--- config.mk ---
export PLATFORM = sky130hd
export DESIGN_NAME = ddr5_cmd_encoder_flat
export DESIGN_NICKNAME = d
export VERILOG_FILES = /design/src/rtl/ddr5_cmd_pkg.sv /design/src/rtl/ddr5_cmd_encoder_if.sv /design/src/rtl/ddr5_cmd_encoder.sv /design/src/flat_wrapper.sv
export SDC_FILE = /design/constraint.sdc
export NUM_CORES = 1
export LEC_CHECK = 0
export CORE_MARGIN = 2
export CORE_UTILIZATION = 49
export DETAILED_ROUTE_END_ITERATION = 8
export PLACE_DENSITY_LB_ADDON = 0.05
export SLEW_MARGIN = 40
export SYNTH_ARGS = -nofsm -noshare
export SYNTH_HDL_FRONTEND = slang
export SYNTH_SLANG_ARGS = --single-unit
export TNS_END_PERCENT = 20
--- constraint.sdc ---
create_clock -name clock -period 3.5 [get_ports clock]
set_input_delay 1.05 -clock clock [delete_from_list [all_inputs] [get_ports clock]]
set_output_delay 1.05 -clock clock [all_outputs]
set_load 0.01 [all_outputs]
--- src/rtl/ddr5_cmd_pkg.sv ---
// Shared types and CA opcode constants for the DDR5 command encoder.
package ddr5_cmd_pkg;

    localparam int CA_W = 14;

    typedef enum logic [2:0] {
        CMD_NOP = 3'd0,
        CMD_ACT = 3'd1,
        CMD_RD  = 3'd2,
        CMD_WR  = 3'd3,
        CMD_PRE = 3'd4,
        CMD_REF = 3'd5
    } cmd_type_e;

    typedef enum logic [1:0] {
        ST_IDLE,
        ST_PH1,
        ST_PH2
    } state_e;

    typedef struct packed {
        cmd_type_e   cmd_type;
        logic [2:0]  bg;
        logic [1:0]  ba;
        logic [15:0] row;
        logic [9:0]  col;
    } cmd_req_t;

    // ACT only owns CA[1:0]; its upper opcode bits carry row address.
    localparam logic [4:0] OP_ACT = 5'b00000;
    localparam logic [4:0] OP_RD  = 5'b11101;
    localparam logic [4:0] OP_WR  = 5'b01101;
    localparam logic [4:0] OP_PRE = 5'b11011;
    localparam logic [4:0] OP_REF = 5'b10011;

    function automatic logic is_legal(input logic [2:0] t);
        return (t >= 3'd1) && (t <= 3'd5);
    endfunction

    function automatic logic is_two_phase(input cmd_type_e t);
        return (t == CMD_ACT) || (t == CMD_RD) || (t == CMD_WR);
    endfunction

endpackage

--- src/rtl/ddr5_cmd_encoder_if.sv ---
// Scheduler-to-encoder command handshake.
interface ddr5_cmd_encoder_if;

    logic        cmd_valid;
    logic        cmd_ready;
    logic [2:0]  cmd_type;
    logic [2:0]  cmd_bg;
    logic [1:0]  cmd_ba;
    logic [15:0] cmd_row;
    logic [9:0]  cmd_col;

    modport master (
        output cmd_valid, cmd_type, cmd_bg, cmd_ba, cmd_row, cmd_col,
        input  cmd_ready
    );

    modport slave (
        input  cmd_valid, cmd_type, cmd_bg, cmd_ba, cmd_row, cmd_col,
        output cmd_ready
    );

endinterface

--- src/rtl/ddr5_cmd_encoder.sv ---
// DDR5 CS_n/CA command encoder: one- or two-phase commands, each phase held DRAM_CLK_DIV clocks.
// Define DDR5_CMD_TRACE_EN to print a trace line at every PH1 entry.
module ddr5_cmd_encoder
    import ddr5_cmd_pkg::*;
#(
    parameter int DRAM_CLK_DIV = 2,
    parameter int CNT_W        = 32
) (
    input  logic                clock,
    input  logic                reset_n,
    ddr5_cmd_encoder_if.slave   req,
    output logic                cs_n,
    output logic [CA_W-1:0]     ca,
    output logic                cmd_issued,
    output logic                err_illegal,
    output logic [CNT_W-1:0]    issue_count
);

    localparam logic [2:0] PH_LAST = 3'(DRAM_CLK_DIV - 1);

    state_e             state_q, state_d;
    logic [2:0]         phase_q, phase_d;
    cmd_req_t           cmd_q, cmd_d;
    logic               err_q, err_d;
    logic [CNT_W-1:0]   count_q, count_d;
    logic               ready;
    logic               accept;
    logic               accept_legal;
    logic               final_phase;
    logic               unused_col;

    assign unused_col = ^cmd_q.col[1:0];

    // The command may be handed back in the last cycle of its final phase so the next PH1 follows with no bubble.
    assign final_phase  = (state_q == ST_PH2) ||
                          ((state_q == ST_PH1) && !is_two_phase(cmd_q.cmd_type));
    assign ready        = (state_q == ST_IDLE) || (final_phase && (phase_q == 3'd0));
    assign accept       = req.cmd_valid && ready;
    assign accept_legal = accept && is_legal(req.cmd_type);

    always_comb begin
        // NOTE: every comb output gets a default first, so no path leaves it unassigned and no latch is inferred.
        state_d = state_q;
        phase_d = phase_q;
        cmd_d   = cmd_q;
        err_d   = accept && !is_legal(req.cmd_type);
        count_d = count_q + CNT_W'(accept_legal);

        case (state_q)
            ST_PH1: begin
                if (phase_q != 3'd0) begin
                    phase_d = phase_q - 3'd1;
                end else if (is_two_phase(cmd_q.cmd_type)) begin
                    state_d = ST_PH2;
                    phase_d = PH_LAST;
                end else begin
                    state_d = ST_IDLE;
                end
            end
            ST_PH2: begin
                if (phase_q != 3'd0) phase_d = phase_q - 3'd1;
                else                 state_d = ST_IDLE;
            end
            default: ;
        endcase

        if (accept_legal) begin
            state_d      = ST_PH1;
            phase_d      = PH_LAST;
            cmd_d.cmd_type = cmd_type_e'(req.cmd_type);
            cmd_d.bg     = req.cmd_bg;
            cmd_d.ba     = req.cmd_ba;
            cmd_d.row    = req.cmd_row;
            cmd_d.col    = req.cmd_col;
        end
    end

    // NOTE: state registers use non-blocking assignments so every flop samples pre-edge values.
    always_ff @(posedge clock or negedge reset_n) begin
        if (!reset_n) begin
            state_q <= ST_IDLE;
            phase_q <= '0;
            cmd_q   <= '0;
            err_q   <= 1'b0;
            count_q <= '0;
        end else begin
            state_q <= state_d;
            phase_q <= phase_d;
            cmd_q   <= cmd_d;
            err_q   <= err_d;
            count_q <= count_d;
        end
    end

    // Bus is decoded from state, so an async reset deselects it without waiting for an edge.
    always_comb begin
        cs_n = 1'b1;
        ca   = '0;
        case (state_q)
            ST_PH1: begin
                cs_n = 1'b0;
                case (cmd_q.cmd_type)
                    CMD_ACT: begin
                        ca[1:0]  = OP_ACT[1:0];
                        ca[5:2]  = cmd_q.row[3:0];
                        ca[7:6]  = cmd_q.ba;
                        ca[10:8] = cmd_q.bg;
                    end
                    CMD_RD, CMD_WR: begin
                        ca[4:0]  = (cmd_q.cmd_type == CMD_RD) ? OP_RD : OP_WR;
                        ca[5]    = 1'b1;
                        ca[7:6]  = cmd_q.ba;
                        ca[10:8] = cmd_q.bg;
                    end
                    CMD_PRE: begin
                        ca[4:0]  = OP_PRE;
                        ca[7:6]  = cmd_q.ba;
                        ca[10:8] = cmd_q.bg;
                    end
                    CMD_REF: ca[4:0] = OP_REF;
                    default: ;
                endcase
            end
            ST_PH2: begin
                case (cmd_q.cmd_type)
                    CMD_ACT: ca[11:0] = cmd_q.row[15:4];
                    CMD_RD, CMD_WR: begin
                        ca[7:0] = cmd_q.col[9:2];
                        ca[9]   = 1'b1;
                        ca[10]  = (cmd_q.cmd_type == CMD_WR);
                    end
                    default: ;
                endcase
            end
            default: ;
        endcase
    end

    assign req.cmd_ready = ready;
    assign cmd_issued    = (state_q == ST_PH1) && (phase_q == PH_LAST);
    assign err_illegal   = err_q;
    assign issue_count   = count_q;

`ifdef DDR5_CMD_TRACE_EN
    logic [31:0] cycle_q;

    always_ff @(posedge clock or negedge reset_n) begin
        if (!reset_n) cycle_q <= '0;
        else          cycle_q <= cycle_q + 32'd1;
    end

    always_ff @(posedge clock) begin
        if (reset_n && accept_legal) begin
            case (cmd_type_e'(req.cmd_type))
                CMD_ACT: $display("%0d ACT %0d %0d %h", cycle_q + 32'd1, req.cmd_bg, req.cmd_ba, req.cmd_row);
                CMD_RD:  $display("%0d RD %0d %0d %h", cycle_q + 32'd1, req.cmd_bg, req.cmd_ba, req.cmd_col);
                CMD_WR:  $display("%0d WR %0d %0d %h", cycle_q + 32'd1, req.cmd_bg, req.cmd_ba, req.cmd_col);
                CMD_PRE: $display("%0d PRE %0d %0d", cycle_q + 32'd1, req.cmd_bg, req.cmd_ba);
                default: $display("%0d REF %0d %0d", cycle_q + 32'd1, req.cmd_bg, req.cmd_ba);
            endcase
        end
    end
`endif

endmodule

--- src/flat_wrapper.sv ---
// flat-port wrapper written by rule: the top's interface ports become plain ports
module ddr5_cmd_encoder_flat import ddr5_cmd_pkg::*;
#(
    parameter int DRAM_CLK_DIV = 2,
    parameter int CNT_W        = 32
)
  (clock, reset_n, cs_n, ca, cmd_issued, err_illegal, issue_count, req_cmd_valid, req_cmd_type, req_cmd_bg, req_cmd_ba, req_cmd_row, req_cmd_col, req_cmd_ready);
  ddr5_cmd_encoder_if req_i ();
  input  logic clock;
  input  logic reset_n;
  output logic cs_n;
  output logic [CA_W-1:0] ca;
  output logic cmd_issued;
  output logic err_illegal;
  output logic [CNT_W-1:0] issue_count;
  input wire logic [$bits(req_i.cmd_valid)-1:0] req_cmd_valid;
  input wire logic [$bits(req_i.cmd_type)-1:0] req_cmd_type;
  input wire logic [$bits(req_i.cmd_bg)-1:0] req_cmd_bg;
  input wire logic [$bits(req_i.cmd_ba)-1:0] req_cmd_ba;
  input wire logic [$bits(req_i.cmd_row)-1:0] req_cmd_row;
  input wire logic [$bits(req_i.cmd_col)-1:0] req_cmd_col;
  output wire logic [$bits(req_i.cmd_ready)-1:0] req_cmd_ready;
  assign req_i.cmd_valid = req_cmd_valid;
  assign req_i.cmd_type = req_cmd_type;
  assign req_i.cmd_bg = req_cmd_bg;
  assign req_i.cmd_ba = req_cmd_ba;
  assign req_i.cmd_row = req_cmd_row;
  assign req_i.cmd_col = req_cmd_col;
  assign req_cmd_ready = req_i.cmd_ready;
  ddr5_cmd_encoder #(.DRAM_CLK_DIV(DRAM_CLK_DIV), .CNT_W(CNT_W)) u_core (.clock(clock), .reset_n(reset_n), .req(req_i), .cs_n(cs_n), .ca(ca), .cmd_issued(cmd_issued), .err_illegal(err_illegal), .issue_count(issue_count));
endmodule
Word-level counts from Yosys, hierarchy flattened. Cells that the tools add are included.

Register bits: 72. Bits of input ports: 37. Logic and storage cells: 67.

Add/subtract/negate cells: 2. $lt $le $gt $ge: 2. Eq/ne operators: 12. Muxes and demuxes: 21. Reductions and logical operators: 21.

Operator list (count): 32-bit by 1-bit adder with 32-bit output (1); 11-bit case mux with 2 select lines (1); 5-bit case mux with 4 select lines (1); 8-bit case mux with 2 select lines (1); 3-bit 2-to-1 mux (4); 5-bit 2-to-1 mux (2); 3-bit by 2-bit inequality test with 1-bit output, second input constant (3); 2-bit 2-to-1 mux (4); 2-bit case mux with 2 select lines (2); 1-bit logical AND (7); 3-bit by 1-bit == test with 1-bit output, second input constant (2); 3-bit by 2-bit == test with 1-bit output, second input constant (2); 3-bit == test, second input constant (2); 3-bit case mux with 2 select lines (1); 3-bit AND reduction (2); 3-bit nonzero test (2); 1-bit logical OR (4); 1-bit 2-to-1 mux (4); 4-bit by 3-bit inequality test with 1-bit output, second input constant (1); 4-bit OR reduction (1); 3-bit by 1-bit >= comparator with 1-bit output, second input constant (1); 3-bit less-or-equal comparator, second input constant (1); 3-bit zero test (1); 3-bit by 1-bit subtractor with 3-bit output, second input constant (1); 6 further kinds (7).

Longest topological paths before layout. Gate-level depths: netlist of run 1.

Depth in word-level cells: 12. Mapped depth: 14. Mapped depth without buffers: 12.

Worst setup path after synthesis of run 1. Ideal clock, no wire load.

Path type: input -> register. Start: in req_cmd_type[1]. End: reg u_core.count_q[22] (netlist: u_core.issue_count[22]). Library setup time: 126 ps. Arrival: 2876 ps. Required time: 3374 ps. Slack: 498 ps. Stages on the path: 11. Path buffers: 2. Cell sequence: nor3_1 -> a21oi_1 -> o211a_1 -> buf_6 -> buf_6 -> ha_1 -> ha_1 -> nand2_1 -> nor4_4 -> nand4_1 -> xnor2_1.

Longest elaborated chain between the ends: 4.

RTL lines: start, declared (line flat_wrapper.sv:17) `input wire logic [$bits(req_i.cmd_type)-1:0] req_cmd_type;`; 3-bit by 1-bit >= comparator with 1-bit output / 3-bit less-or-equal comparator (equally long branches) (line ddr5_cmd_pkg.sv:37) `return (t >= 3'd1) && (t <= 3'd5);`; 1-bit logical AND (*) (line ddr5_cmd_pkg.sv:37); 1-bit logical AND (*) (line ddr5_cmd_encoder.sv:39) `assign accept_legal = accept && is_legal(req.cmd_type);`; net u_core.accept_legal (line ddr5_cmd_encoder.sv:28) `logic accept_legal;`; 32-bit by 1-bit adder with 32-bit output (*) (line ddr5_cmd_encoder.sv:47) `count_d = count_q + CNT_W'(accept_legal);`; net u_core.count_d[22] (line ddr5_cmd_encoder.sv:25) `logic [CNT_W-1:0] count_q, count_d;`; end signal, assigned (line ddr5_cmd_encoder.sv:91) `count_q <= count_d;`; end, declared (line ddr5_cmd_encoder.sv:25).

Mark *: on every way through the listed nets, which the timed path passes. The rest lies on a longest branch. A chain may end at the register's enable or synchronous reset.

Worst setup path in the final report of run 1.
Start: reg u_core.cmd_q[32] in the netlist's numbering. End: out ca[7].

Longest elaborated chain between the ends: 4.

RTL lines: start, declared (line ddr5_cmd_encoder.sv:23) `cmd_req_t cmd_q, cmd_d;`; start signal, assigned (line ddr5_cmd_encoder.sv:89) `cmd_q <= cmd_d;`; 3-bit by 2-bit == test with 1-bit output, or another cell as far along (line ddr5_cmd_encoder.sv:102, ddr5_cmd_encoder.sv:125); 2-bit OR reduction / 4-bit OR reduction (equally long branches); 8-bit case mux with 2 select lines / 5-bit 2-to-1 mux (equally long branches) (line ddr5_cmd_encoder.sv:125, ddr5_cmd_encoder.sv:102); 11-bit case mux with 2 select lines (*) (line ddr5_cmd_encoder.sv:99) `case (state_q)`; end, declared (line flat_wrapper.sv:12) `output logic [CA_W-1:0] ca;`.

Every way passes the cells marked *; elsewhere a longest branch is shown, timed or not.

==> results of run 1 <==
## layer usage
layer	vias up	global-route usage [%]	routed length, um
met5	-	0	0
met4	0	7.44	48
met3	4	5.00	356
met2	64	33.3	3570
met1	1253	27.9	3550
li1	1224	-	-
## Yosys cell counts, types with 3 or more instances
cell type | n | area [um^2]
nand3b_1 | 3 | 22.5
a21oi_1 | 10 | 50.1
o21ai_0 | 8 | 40.0
buf_2 | 6 | 30.0
nor2_1 | 14 | 52.6
nand2b_1 | 3 | 18.8
ha_1 | 11 | 138
mux2_2 | 18 | 203
nand4_1 | 11 | 68.8
dfrtp_1 | 70 | 1750
xnor2_1 | 26 | 228
inv_1 | 14 | 52.6
nor3_1 | 5 | 25.0
mux2_4 | 13 | 195
and2_1 | 3 | 18.8
and3_1 | 5 | 31.3
buf_6 | 3 | 33.8
a22oi_1 | 3 | 22.5
a222oi_1 | 6 | 60.1
a21o_1 | 3 | 22.5
nand2_1 | 13 | 48.8
nand3_1 | 15 | 75.1
xor2_1 | 4 | 35.0
## critical path, cell delays in order (launching register included)
cell and delay, ns:
dfrtp_2 0.49, or3b_2 0.45, a21oi_1 0.16, buf_4 0.17
a222oi_1 0.09, nor2_1 0.11, clkdlybuf4s50_1 0.55
## registers in the layout, summed over array words and instances (netlist names)
name,cells
u_core.cmd_q,32
u_core.err_illegal,1
u_core.issue_count,32
u_core.phase_q,3
u_core.state_q,2
## logic make-up after synthesis
logic type,count (synthesis),share of synthesized area (%)
mux,32,11.8
other cells,1,0.108
fa+ha+maj,11,3.98
xor+xnor,30,7.60
compound gates,37,7.96
buf+inv,27,4.02
simple gates,85,13.9
flops,70,50.7
## report_power, final
group	leakage, nW	internal [mW]	switching [mW]
clock network	0.114	0.405	0.324
logic	1.01	0.653	0.489
registers	0.886	1.06	0.194
## what timing repair did
action | in CTS | in global routing
setup buffers | 0 | 1
gates resized for setup | 3 | 6
setup endpoints to repair | 9 | 11
pin swaps | 0 | 1
## cell type report
class | count | area, um^2 | area share, %
inverter | 14 | 52.6 | 1.13
tap | 96 | 120 | 2.58
timing repair buffer | 94 | 908 | 19.5
clock inverter | 7 | 96.3 | 2.07
clock buffer | 9 | 124 | 2.66
multi-input combinational | 197 | 1590 | 34.3
sequential | 70 | 1760 | 37.7
## final timing paths
| path | start | end | slack, ns |
|---|---|---|---|
| worst max-delay path | u_core.cmd_q[32]$_DFFE_PN0N_ | ca[7] | 0.1 |
| max in group asynchronous | reset_n | u_core.issue_count[23]$_DFF_PN0_ | 2.10 |
| min in group asynchronous | reset_n | u_core.cmd_q[32]$_DFFE_PN0N_ | 0.68 |
| worst max register to register | u_core.state_q[1]$_DFFE_PN0P_ | u_core.issue_count[24]$_DFF_PN0_ | 0.84 |
| worst min register to register | u_core.issue_count[31]$_DFF_PN0_ | u_core.issue_count[31]$_DFF_PN0_ | 0.48 |
| worst min-delay path | u_core.issue_count[31]$_DFF_PN0_ | u_core.issue_count[31]$_DFF_PN0_ | 0.48 |
==> metrics.txt, run 1 <==
EDFF count, synth=0; Total GRT Usage=20.9%; max cap viols=0; Worst Skew=between 0.008 and 0.009 ns; Die Wd=slightly below 90 um; status=finished, final reports clean; CP Max Fanout=9; DRT Wirelength=7520 um; largest net degree at the start of global routing=38; Worst R2R Path Depth=13; Tmin final=approximately 3.4 ns; # nets final=between 400 and 500; DRC Markers=0; Worst-Skew Late Latency=0.34 ns; total core area=6790 um^2; Port Buffer Count=82; dominant synthesized flop cell=dfrtp_1; DR vias=2545; setup tns final=0 ns; Final period util=97.1%; final cell count without fillers=487; full die area=7750 um^2; hold crit path type=register to register; register area share after synthesis=50.7%; placed cell areas=4390 um^2; final instance area=4650 um^2; CTS Hold Bufs=0; antenna-violating nets left=0; CTS sink count=70; IO Count=87; final hold violations=0; routed vias/inst=5.23; RePlAce Congestion=0.771; PD cells=671 nW/um^2; Critical Path Source Type=register; share of flip-flops with an asynchronous set or reset=between 90% and 100%; Final Slew Violations=0; TritonCTS clock tree=built; critical path type=register to output port; Syn Area/Cell=11.8 um^2; Post-Route Utilization=68.5%; CP arrival=2.35 ns; layout cells sized above 1=approximately a fifth; Initial Utilization=between 50 and 60%; FMAX=around 290 MHz; Syn Inst Count=293; initial antenna violation count=0; crit path capture type=output port; GRT Residual Overflow=0; total power=between 3 and 4 mW; Root Buffer=clkbuf_8; Post-Syn Area=between 3000 and 4000 um^2; number of buffers created by CTS=9; Leak=~2 nW; row cnt=30; clk buf depth=2; worst endpoint required time=2.45 ns; Wirelength per Cell=15.4 um; PnR worst setup slack=approximately 0.1 ns; DR iter-0 viols=119; Setup violations, final=0; ant diodes=0; Synth-to-Final Area Change=34.5%; placed wire-length estimate=5240 um; H-tree depth=3; WHS=0.483 ns; worst slew pin tran=0.525 ns; drt pass-1 iters=4; flops & latches, synth=70; pre-CTS WS=0.193 ns; Post-Place Cells=470; Netlist cell types=44; worst vdd ir=0.000347 V; hold depth=1; FILL cells=516; global-route wire length before repair=approximately 12000 um; vias in the first global route=2554; Die Ht=88.0 um; clock-pin slew on the worst setup and hold paths=0.08 ns; max_slew headroom=between 60 and 70%; synth warn=0; commonest non-fill, non-tap cell in the layout=clkdlybuf4s50_1; commonest non-fill, non-tap cells in the layout=80 x clkdlybuf4s50_1, 67 x dfrtp_1, 26 x xnor2_1, 18 x mux2_2, 15 x nand3_1
Power figures use the tool's default switching activity.
==> run 2: changes to the inputs <==
--- a/config.mk
+++ b/config.mk
@@ -5,7 +5,8 @@
 export SDC_FILE = /design/constraint.sdc
 export NUM_CORES = 1
 export LEC_CHECK = 0
-export CORE_MARGIN = 2
+export CAP_MARGIN = 15
+export CORE_MARGIN = 10
 export CORE_UTILIZATION = 49
 export DETAILED_ROUTE_END_ITERATION = 8
 export PLACE_DENSITY_LB_ADDON = 0.05
==> run 2 against run 1 <==
  * Cell count rose by 0.21%
  * First-iteration DRC count decreased by 18%
  * Wire length up 10%
  * Critical path depth stayed put
  * Die area increased by 40%
  * Global-route usage is 5.5 points lower
  * Sequential share of layout area shrank 0.31 points
  * Critical path type unchanged
==> metrics.txt, run 2 (synthesized netlist as in run 1, its figures left out) <==
status=finished, final reports clean; family with the most delay on the worst path=buffers and inverters; global-route wire length before repair=roughly 14000 um; final cell count without fillers=488; commonest non-fill, non-tap cells in the layout=76 x clkdlybuf4s50_1, 67 x dfrtp_1, 26 x xnor2_1, 18 x mux2_2, 15 x nand3_1; Slowest-stage cell, CP=clkdlybuf4s50_1; Synth-to-Final Area Change=35.6%; crit path capture type=output port; Post-Route Utilization=68.6%; number of buffers created by CTS=9; CP Max Fanout=8; ant diodes=0; H-tree depth=3; Worst-Skew Late Latency=0.35 ns; WHS=0.477 ns; Die Wd=104 um; DR iter-0 viols=between 90 and 100; Port Buffer Count=82; placed cell areas=~4400 um^2; drt pass-1 iters=6; DR vias=2536; final hold violations=0; GRT Residual Overflow=0; WP buf/inv=2; routed vias/inst=5.20; Post-Place Cells=468; Wirelength per Cell=between 15 and 20 um; Cell Chain, Critical Path=nor3b_1 > buf_4 > o31a_1 > o21ai_0 > a21oi_1 > clkdlybuf4s50_1; Setup violations, final=0; FMAX=between 200 and 300 MHz; layout cells sized above 1=19.6%; TritonCTS clock tree=built; final instance area=around 4700 um^2; DRT Wirelength=8280 um; CTS Hold Bufs=0; worst slew pin tran=0.777 ns; Tmin final=3.34 ns; Final period util=95.4%; row cnt=30; IO Count=87; worst endpoint required time=2.45 ns; PnR worst setup slack=approximately 0.16 ns; Final Slew Violations=0; Worst Skew=0.0142 ns; full die area=10800 um^2; max_slew headroom=47.7%; worst vdd ir=0.000343 V; hold crit path type=register to register; CP arrival=2.29 ns; commonest non-fill, non-tap cell in the layout=clkdlybuf4s50_1; max cap viols=0; # nets final=~440; initial antenna violation count=0; clock-pin slew on the worst setup and hold paths=0.08 ns; Slowest Stage Delay on Critical Path=about 0.58 ns; Leak=2.10 nW; antenna-violating nets left=0; critical path type=register to output port; CTS sink count=70; RePlAce Congestion=0.831; PD cells=687 nW/um^2; total core area=6830 um^2; placed wire-length estimate=roughly 5900 um; pre-CTS WS=0.143 ns; DRC Markers=0; Initial Utilization=between 50% and 60%; vias in the first global route=2619; Root Buffer=clkbuf_8; Die Ht=around 100 um; Total GRT Usage=between 10% and 20%; Critical Path Source Type=register; largest net degree at the start of global routing=38; clk buf depth=2
run 2: where the power goes:
group | leakage (nW) | internal, mW | total, mW | switching [mW]
Clock | 0.127 | 0.498 | 0.808 | 0.311
Combinational | 1.08 | 0.661 | 1.16 | 0.499
Sequential | 0.886 | 1.06 | 1.26 | 0.199
run 2: worst reg2reg max path, stage by stage, from the launching register on:
cell and delay [ns]:
dfrtp_1 0.41, inv_1 0.09, ha_2 0.28, o21ai_0 0.12
o21ba_4 0.27, o211a_1 0.19, ha_1 0.24, ha_1 0.20
nand2_1 0.09, nor4_4 0.13, buf_4 0.21, nand4_1 0.13
xnor2_1 0.16
run 2: path summary, 6_finish.rpt:
kind                                             startpoint                                to  slack (ns)  depth (start not counted)
setup reg to reg              u_core.state_q[1]$_DFFE_PN0P_  u_core.issue_count[22]$_DFF_PN0_        0.86                         12
min in group asynchronous                           reset_n      u_core.cmd_q[13]$_DFFE_PN0N_        0.75                          1
setup / recovery               u_core.cmd_q[32]$_DFFE_PN0N_                             ca[3]        0.16                          6
max in group asynchronous                           reset_n  u_core.issue_count[18]$_DFF_PN0_        2.01                          2
hold / removal             u_core.issue_count[31]$_DFF_PN0_  u_core.issue_count[31]$_DFF_PN0_        0.48                          1
hold reg to reg            u_core.issue_count[31]$_DFF_PN0_  u_core.issue_count[31]$_DFF_PN0_        0.48                          1
run 2: per-layer routing:
metal / GRT usage (%) / wire (um) / up-vias
met5: 0 / 0 / -
met4: 4.77 / 78 / 0
met3: 6.01 / 556 / 7
met2: 24.1 / 3900 / 76
met1: 19.0 / 3750 / 1232
li1: - / - / 1221
run 2: repair_timing:
item | 4_1_cts | 5_1_grt
buffers inserted | 0 | 4
gates resized for setup | 3 | 11
setup endpoints to repair | 9 | 11
run 2: cell type report:
cell class	instances	area, um^2
flip-flops and latches	70	1760
fillers	559	2140
well taps	96	120
clock buffers	10	138
clock inverters	6	116
multi-input cells	197	1580
repair buffers	95	926
inverters	14	52.6
run 2: stage by stage:
| stage | total power, mW | setup TNS, ns |
|---|---|---|
| 2_1_floorplan | 1.99 | 0 |
| 3_3_place_gp | 2.36 | 0 |
| 3_5_place_dp | 2.39 | 0 |
| 4_1_cts | 3.22 | 0 |
| 5_1_grt | 3.44 | -0.00523 |
| 6_report | 3.22 | 0 |
